`config.mk`:
```
export PLATFORM = sky130hd
export DESIGN_NAME = uart_row_sender
export DESIGN_NICKNAME = d
export VERILOG_FILES = /design/src/rtl/uart_row_sender.sv
export SDC_FILE = /design/constraint.sdc
export NUM_CORES = 1
export LEC_CHECK = 0
export ABC_AREA = 0
export CAP_MARGIN = 0
export CORE_AREA = 10 10 92 94
export CTS_BUF_LIST = sky130_fd_sc_hd__clkbuf_8 sky130_fd_sc_hd__clkbuf_16
export CTS_CLUSTER_DIAMETER = 30
export DETAILED_ROUTE_END_ITERATION = 8
export DIE_AREA = 0 0 102 104
export PLACE_DENSITY = 0.85
export RECOVER_POWER = 25
export SYNTH_ARGS = -nofsm -noshare
export SYNTH_HDL_FRONTEND = slang
export SYNTH_SLANG_ARGS = --single-unit
```
`constraint.sdc`:
```
create_clock -name clk -period 7.8 [get_ports clk]
set_input_delay 1.56 -clock clk [delete_from_list [all_inputs] [get_ports clk]]
set_output_delay 1.56 -clock clk [all_outputs]
set_load 0.05 [all_outputs]
```
`src/rtl/uart_row_sender.sv`:
```
// -----------------------------------------------------------------------------
// uart_row_sender
//
// Host-side initiator for the row-upload protocol answered by
// uart2vga_with_answer. One accepted start sends a complete row:
//   - BYTE_SIZE_Y row-address bytes taken from row_y, low byte first,
//   - BYTE_SIZE_ROW pixel bytes read from an external byte memory,
//   - STOP_BYTE.
// Each byte goes to a uart_transmiter. The single answer byte coming back
// through a uart_receiver is checked before the next byte is sent. The
// transfer ends with one done pulse, and err_code holds the outcome.
//
// Ports
//   clk       system clock (the only clock domain)
//   rst_n     asynchronous active-low reset; aborts a transfer silently
//   start     1-cycle request to send one row, honoured only when idle
//   row_y     row number, captured when start is accepted
//   mem_rd    1-cycle read strobe to the pixel byte memory
//   mem_addr  pixel byte index 0..BYTE_SIZE_ROW-1
//   mem_data  memory read data, valid the cycle after mem_rd
//   tx_start  1-cycle strobe to the transmitter
//   tx_data   byte for the transmitter, held until answered or aborted
//   tx_busy   transmitter busy; tx_start is never raised while it is high
//   rx_data   byte from the receiver
//   rx_done   1-cycle receiver pulse per received byte
//   busy      high from accepted start until the transfer completes
//   done      1-cycle pulse when the transfer ends (success or failure)
//   err_code  0 ok, 1 wrong answer, 2 timeout, 3 not all received
//   missing   byte that followed NOT_ALL_RECEIVED, otherwise 0
// -----------------------------------------------------------------------------
module uart_row_sender #(
  parameter int         BYTE_SIZE_ROW         = 240,
  parameter int         BYTE_SIZE_Y           = 2,
  parameter logic [7:0] STOP_BYTE             = 8'hDD,
  parameter logic [7:0] ANSWER_CODE_TAKE_ROW  = 8'hCC,
  parameter logic [7:0] ANSWER_CODE           = 8'hAA,
  parameter logic [7:0] SUCCESSFULLY_RECEIVED = 8'hFF,
  parameter logic [7:0] NOT_ALL_RECEIVED      = 8'h11,
  parameter int         TIMEOUT_CYCLES        = 50000,
  parameter int         ADDR_W                = $clog2(BYTE_SIZE_ROW)
) (
  input  logic              clk,
  input  logic              rst_n,
  input  logic              start,
  input  logic [15:0]       row_y,
  output logic              mem_rd,
  output logic [ADDR_W-1:0] mem_addr,
  input  logic [7:0]        mem_data,
  output logic              tx_start,
  output logic [7:0]        tx_data,
  input  logic              tx_busy,
  input  logic [7:0]        rx_data,
  input  logic              rx_done,
  output logic              busy,
  output logic              done,
  output logic [1:0]        err_code,
  output logic [7:0]        missing
);

  localparam int N_BYTES = BYTE_SIZE_Y + BYTE_SIZE_ROW + 1;
  localparam int IDX_W   = $clog2(N_BYTES);
  localparam int TMR_W   = $clog2(TIMEOUT_CYCLES + 1);

  // Index of the first pixel byte and of the terminating STOP_BYTE.
  localparam logic [IDX_W-1:0] PIX_FIRST = IDX_W'(BYTE_SIZE_Y);
  localparam logic [IDX_W-1:0] STOP_IDX  = IDX_W'(N_BYTES - 1);
  localparam logic [TMR_W-1:0] TMR_LAST  = TMR_W'(TIMEOUT_CYCLES - 1);

  localparam logic [1:0] ERR_OK      = 2'd0;
  localparam logic [1:0] ERR_ANSWER  = 2'd1;
  localparam logic [1:0] ERR_TIMEOUT = 2'd2;
  localparam logic [1:0] ERR_PARTIAL = 2'd3;

  typedef enum logic [2:0] {
    IDLE,
    FETCH,
    MEMWAIT,
    LOAD,
    SEND,
    WAIT_ANS,
    WAIT_MISS,
    FINISH
  } state_t;

  state_t           state;
  logic [15:0]      row_q;
  logic [IDX_W-1:0] idx;
  logic [TMR_W-1:0] timer;
  logic [IDX_W-1:0] pix_off;

  // Offset of the current byte within the pixel block; used only while idx
  // points at a pixel byte.
  assign pix_off = idx - PIX_FIRST;

  function automatic logic is_pixel(input logic [IDX_W-1:0] i);
    return (i >= PIX_FIRST) && (i < STOP_IDX);
  endfunction

  // Address bytes are sent low byte first: byte i is row[8*i +: 8].
  function automatic logic [7:0] addr_byte(input logic [15:0] row,
                                           input logic [IDX_W-1:0] i);
    logic [15:0] sh;
    sh = row >> {i, 3'b000};
    return sh[7:0];
  endfunction

  // Answer the responder must give for the byte at index i.
  function automatic logic [7:0] expected_answer(input logic [IDX_W-1:0] i);
    if (i < PIX_FIRST) begin
      return ANSWER_CODE_TAKE_ROW;
    end else if (i < STOP_IDX) begin
      return ANSWER_CODE;
    end else begin
      return SUCCESSFULLY_RECEIVED;
    end
  endfunction

  always_ff @(posedge clk or negedge rst_n) begin
    if (!rst_n) begin
      state    <= IDLE;
      busy     <= 1'b0;
      done     <= 1'b0;
      tx_start <= 1'b0;
      mem_rd   <= 1'b0;
      tx_data  <= '0;
      mem_addr <= '0;
      err_code <= ERR_OK;
      missing  <= '0;
      row_q    <= '0;
      idx      <= '0;
      timer    <= '0;
    end else begin
      // Strobes are single-cycle unless a state re-asserts them.
      done     <= 1'b0;
      tx_start <= 1'b0;
      mem_rd   <= 1'b0;

      case (state)
        IDLE: begin
          if (start) begin
            row_q    <= row_y;
            idx      <= '0;
            err_code <= ERR_OK;
            missing  <= '0;
            busy     <= 1'b1;
            state    <= FETCH;
          end
        end

        // ---- byte fetch: only pixel bytes need a memory read ----
        FETCH: begin
          if (is_pixel(idx)) begin
            mem_rd   <= 1'b1;
            mem_addr <= pix_off[ADDR_W-1:0];
            state    <= MEMWAIT;
          end else begin
            state    <= LOAD;
          end
        end

        // mem_rd is visible this cycle; its data arrives in LOAD.
        MEMWAIT: begin
          state <= LOAD;
        end

        LOAD: begin
          if (idx < PIX_FIRST) begin
            tx_data <= addr_byte(row_q, idx);
          end else if (idx < STOP_IDX) begin
            tx_data <= mem_data;
          end else begin
            tx_data <= STOP_BYTE;
          end
          state <= SEND;
        end

        // ---- hand-off to the transmitter ----
        SEND: begin
          if (!tx_busy) begin
            tx_start <= 1'b1;
            timer    <= '0;
            state    <= WAIT_ANS;
          end
        end

        // ---- answer check; an answer in the timeout cycle still counts ----
        WAIT_ANS: begin
          if (rx_done) begin
            if (rx_data == expected_answer(idx)) begin
              if (idx == STOP_IDX) begin
                done  <= 1'b1;
                state <= FINISH;
              end else begin
                idx   <= idx + 1'b1;
                state <= FETCH;
              end
            end else if ((idx == STOP_IDX) && (rx_data == NOT_ALL_RECEIVED)) begin
              err_code <= ERR_PARTIAL;
              timer    <= '0;
              state    <= WAIT_MISS;
            end else begin
              err_code <= ERR_ANSWER;
              done     <= 1'b1;
              state    <= FINISH;
            end
          end else if (timer == TMR_LAST) begin
            err_code <= ERR_TIMEOUT;
            done     <= 1'b1;
            state    <= FINISH;
          end else begin
            timer <= timer + 1'b1;
          end
        end

        // The responder reports which byte it was missing; a timeout here
        // keeps the partial-reception code rather than reporting a timeout.
        WAIT_MISS: begin
          if (rx_done) begin
            missing <= rx_data;
            done    <= 1'b1;
            state   <= FINISH;
          end else if (timer == TMR_LAST) begin
            done  <= 1'b1;
            state <= FINISH;
          end else begin
            timer <= timer + 1'b1;
          end
        end

        // done is high during this cycle; start is not looked at here.
        FINISH: begin
          busy  <= 1'b0;
          state <= IDLE;
        end

        default: begin
          busy  <= 1'b0;
          state <= IDLE;
        end
      endcase
    end
  end

endmodule

```
# Yosys cells after proc, flatten, opt, wreduce, memory -nomap -nowiden

Index checks and enable logic that the tools add are counted.

Register bits: 73
Input bits: 37
Output and inout port bits: 30
Logic and storage cells: 104

Add/sub/neg operators: 3
Magnitude comparators: 3
Eq/ne operators: 21
Shift operators: 1
Multiplexer cells: 49
Reductions and logical operators: 15

Operators with widths:

| kind                                                              | number |
|---|---|
| two-way mux 16 bit                                                | 6 |
| two-way mux 8 bit                                                 | 9 |
| case mux 16 bit (3 select lines)                                  | 1 |
| case mux 8 bit (2 select lines)                                   | 2 |
| case mux 3 bit (8 select lines)                                   | 1 |
| two-way mux 3 bit                                                 | 7 |
| adder 16 x 1 -> 16 bit, second input constant                     | 1 |
| equality test 16 bit, second input constant                       | 1 |
| right shift 16 x 11 -> 8 bit                                      | 1 |
| two-way mux 7 bit                                                 | 2 |
| != test 2 bit, second input constant                              | 7 |
| two-way mux 1 bit                                                 | 13 |
| equality test 3 bit, second input constant                        | 4 |
| two-way mux 2 bit                                                 | 5 |
| AND reduction 5 bit                                               | 2 |
| != test 3 bit, second input constant                              | 3 |
| adder 8 x 1 -> 8 bit, second input constant                       | 1 |
| equality test 8 x 5 -> 1 bit, second input constant               | 1 |
| equality test 8 bit                                               | 1 |
| equality test 8 bit, second input constant                        | 1 |
| greater-or-equal comparator 8 x 2 -> 1 bit, second input constant | 1 |
| less-than comparator 8 x 2 -> 1 bit, second input constant        | 1 |
| less-than comparator 8 bit, second input constant                 | 1 |
| AND reduction 2 bit                                               | 4 |
| 11 further kinds                                                  | 16 |

# Depth between registers and ports, before layout

Depth after elaboration: 9
Mapped depth: 10
Depth with buffers taken out: 8

# Worst setup path before layout

OpenSTA, ideal clock, no wires.

Path type: input-to-reg
Start point: in rx_data[1]
End point: reg idx[6]
Setup time: 0.078 ns
Data arrival time: 3.179 ns
Required time: 7.722 ns
Path slack: 4.543 ns
Stages: 5
Path buffers: 0
Cell sequence: or4_4 > a221oi_4 > nand3_2 > or4_1 > a21oi_1

Cells in the longest elaborated chain, start to end: 3

RTL lines:

| what                                 | line | RTL |
|---|---|---|
| from (decl)                          | 52   | `input logic [7:0] rx_data,` |
| equality test 8 bit                  | 189  | `if (rx_data == expected_answer(idx)) begin` |
| != test 2 bit (no source line)       | n/a  |  |
| AND reduction 5 bit (no source line) | n/a  |  |
| to (signal assigned)                 | 194  | `idx <= idx + 1'b1;` |
| to (decl)                            | 87   | `logic [IDX_W-1:0] idx;` |

No other way between the ends.
A chain may end at the register's enable or synchronous reset.

==> results.tsv <==
stage	metric	value	unit
layout	final instance area	4587	um^2
clock_tree	TritonCTS clock tree	built	
logic_synthesis	Synth cell types	50	
clock_tree	post-CTS sizing	0	
drt	Initial DRC Count	199	
timing	Worst Skew	0.01119	ns
place	dpl hpwl	6549	um
layout	Layout Cells excl Fill	555	
clock_tree	CTS clk-pin slew, worst paths	0.07	ns
worst_setup_path	Critical Path End Type	asynchronous set/reset pin	
worst_setup_path	crit path launch type	primary input	
pwr	PD cells	301.4	nW/um^2
clock_tree	postcts setup bufs	0	
logic_synthesis	synth top area cells	dfrtp_1 49%, nand2_1 9.5%, nor2_1 3.4%, xor2_1 3.1%, a21oi_1 2.4%	
logic_synthesis	Main synth FF type	dfrtp_1	
timing	worst-margin pin slew	3.768	ns
clock_tree	Max clock buf depth	2	
global_routing	initial antenna violation count	0	
place	Routability Congestion	0.9086	
timing	setup TNS	0	ns
floorplan	Die Y	104	um
drt	DRC violations left	0	
worst_hold_path	worst hold path type	reg2reg	
timing	unrepaired setup endpoints after global routing	false	
status	status	finished with violations	
floorplan	die width	102	um
drt	ANT nets after route	0	
logic_synthesis	top-count cell post-synth	nand2_1	
place	cell area after placement	4439	um^2
worst_setup_path	ordered list of cells on the worst path	buf_2, clkbuf_1	
timing	relative slew slack	-151.2	%
timing	fin crit share	60.51	%
worst_setup_path	Buf/Inv on CP	2	
pwr	Cell Int Power	0.7913	mW
timing	final setup fails	0	
logic_synthesis	biggest area consumer among synthesized cells	dfrtp_1	
pwr	Switch Pwr	0.5912	mW
run	max_cap viols	1	
logic_synthesis	post-synth net total	452	
pwr	Worst VDD drop	215.6	uV
worst_setup_path	CP max FO	73	
timing	Final Hold Viols	0	
worst_setup_path	cell family with most CP delay	buffers and inverters	
global_routing	first-pass GRT wire length	15150	um
drt	first-pass iteration count of the detailed router	4	
clock_tree	clk_lat worst skew	0.35	ns
logic_synthesis	syn avg cell area	9.126	um^2
drt	mean number of vias per cell	5.795	
logic_synthesis	Synth warnings	0	
clock_tree	CTS Sinks	73	
floorplan	initial core utilization	55.86	%
logic_synthesis	Post-synth EDFFs	0	
drt	DRT Wirelength	9007	um
worst_setup_path	biggest cell delay along the critical path	2.64	ns
floorplan	num ports	67	
timing	Slew Viols, Final	74	
logic_synthesis	cell area after synthesis	3732	um^2
logic_synthesis	post-synth top area share	48.94	%
clock_tree	root buffer cell	clkbuf_8	
layout	number of diodes	0	
drt	Avg WL per Cell	16.23	um
place	Inst Count DP	540	
layout	P&R area growth vs syn	22.90	%
clock_tree	H-tree levels	3	
logic_synthesis	Async SR Flop Fraction	100.0	%
pwr	power share of the clock group	18.4	%
timing	Fmax	211.9	MHz
logic_synthesis	Syn Inst Count	409	
global_routing	largest net degree at the start of global routing	74	
logic_synthesis	synthesis-stage register bit count	73	
worst_setup_path	CP max-delay cell	clkbuf_1	
logic_synthesis	commonest cells in the netlist	94 x nand2_1, 73 x dfrtp_1, 34 x nor2_1	
floorplan	Core Footprint	6681	um^2
worst_setup_path	Crit Path Category	in2async	
layout	layout cell share with drive strength beyond 1	6.526	%
worst_setup_path	Critical Path AT	4.31	ns
layout	nets	514	
drt	vias	3216	
pwr	combinational share of power	41.1	%
logic_synthesis	register area share after synthesis	48.94	%
floorplan	die area	10610	um^2
global_routing	global route overflow	0	
floorplan	FP Rows	30	
timing	final critical-path required period	4.719	ns
pwr	sequential share of power	40.5	%
global_routing	vias in the first global route	3075	
worst_setup_path	CP required	7.39	ns
status	failing checks	capacitance limit, slew limit	
pwr	Final Power	1.383	mW
clock_tree	Hold-fix buffers, CTS	0	
pwr	Net Sw Frac	42.76	%
pwr	leakage	2.031	nW
clock_tree	CTS buffer count	9	
global_routing	Tot GR Track Use	17.48	%
place	buffers added on ports	66	
## cell usage in the layout (no fill, tap or decap), types with 3 or more instances in the layout
master / netlist / routed
a21oi_1: 18 / 18
and3_1: 4 / 4
and4_1: 4 / 4
clkbuf_8: 0 / 9
clkdlybuf4s50_1: 0 / 63
clkinv_2: 0 / 4
dfrtp_1: 73 / 73
ha_1: 6 / 6
inv_1: 7 / 7
mux2_2: 6 / 6
mux2i_1: 8 / 8
nand2_1: 94 / 94
nand2b_1: 4 / 4
nand3_1: 16 / 16
nand4_1: 10 / 10
nor2_1: 34 / 34
nor3_1: 9 / 9
nor4_1: 3 / 3
nor4b_1: 5 / 5
o211ai_1: 3 / 3
o21ai_0: 9 / 9
o21ai_1: 13 / 13
o22ai_1: 10 / 10
or4_1: 3 / 3
xnor2_1: 8 / 8
xor2_1: 13 / 13
## kinds of logic after synthesis
kind of cell	count (synthesis)	synth area share, %
buffers and inverters	26	2.849
DFF	73	48.94
muxes	16	4.559
xor gates and xnor gates	21	4.928
adders and majority gates	6	2.011
and+or+nand+nor	202	25.95
AOI/OAI and AO/OA	65	10.76
## metrics by stage
stage	worst slack [ns]	hold slack, ns	util, %
final	3.081	0.4704	68.65
after floorplan	4.543	0.4401	-
after CTS	4.238	0.4766	68.84
after detailed placement	3.873	0.4566	66.44
after global placement	3.966	0.4532	66.44
after global routing	2.343	0.4914	68.65
## final timing paths
check,startpoint,to,slack (ns),depth (start not counted)
max in group clk,rx_data[1],idx[6],4.20,6
worst max register to register,idx[3],idx[6],4.43,6
min in group asynchronous,rst_n,mem_addr[7],2.61,2
worst max-delay path,rst_n,row_q[14],3.08,2
worst min register to register,row_q[14],row_q[14],0.47,2
worst min-delay path,row_q[14],row_q[14],0.47,2
## area by class of cell
class                      count  area (um^2)
timing repair buffer          69        670.6
inverter                       8        30.03
clock buffer                   9        123.9
tap                           80        100.1
sequential                    73         1827
clock inverter                 6        36.28
fill                         528         2095
multi-input combinational    310         1799
## sequential cells by signal, indices dropped and copies added, names as in the netlist
| register | cells |
|---|---|
| mem_addr | 8 |
| tx_start | 1 |
| missing | 8 |
| row_q | 16 |
| err_code | 2 |
| state | 3 |
| tx_data | 8 |
| timer | 16 |
| busy | 1 |
| idx | 8 |
| done | 1 |
| mem_rd | 1 |
## metal layers
metal	vias up	wire [um]	global-route usage, %
met3	16	684	4.784
met1	1544	3738	21.83
met5	-	0	0
met2	97	4436	27.40
met4	0	148	7.560
li1	1559	-	-
## power by group through the flow
stage | clock (mW) | sequential [mW] | combinational [mW]
floorplan | 0 | 0.702 | 0.241
global route | 0.275 | 0.575 | 0.621
CTS | 0.255 | 0.560 | 0.574
detailed placement | 0 | 0.566 | 0.573
global placement | 0 | 0.560 | 0.560
finish | 0.254 | 0.560 | 0.568
## worst min-delay path, stage by stage, from the launching register on
cell	delay (ns)
dfrtp_1	0.34
nand2_1	0.05
nand2_1	0.05
(Power assumes the default switching activity.)
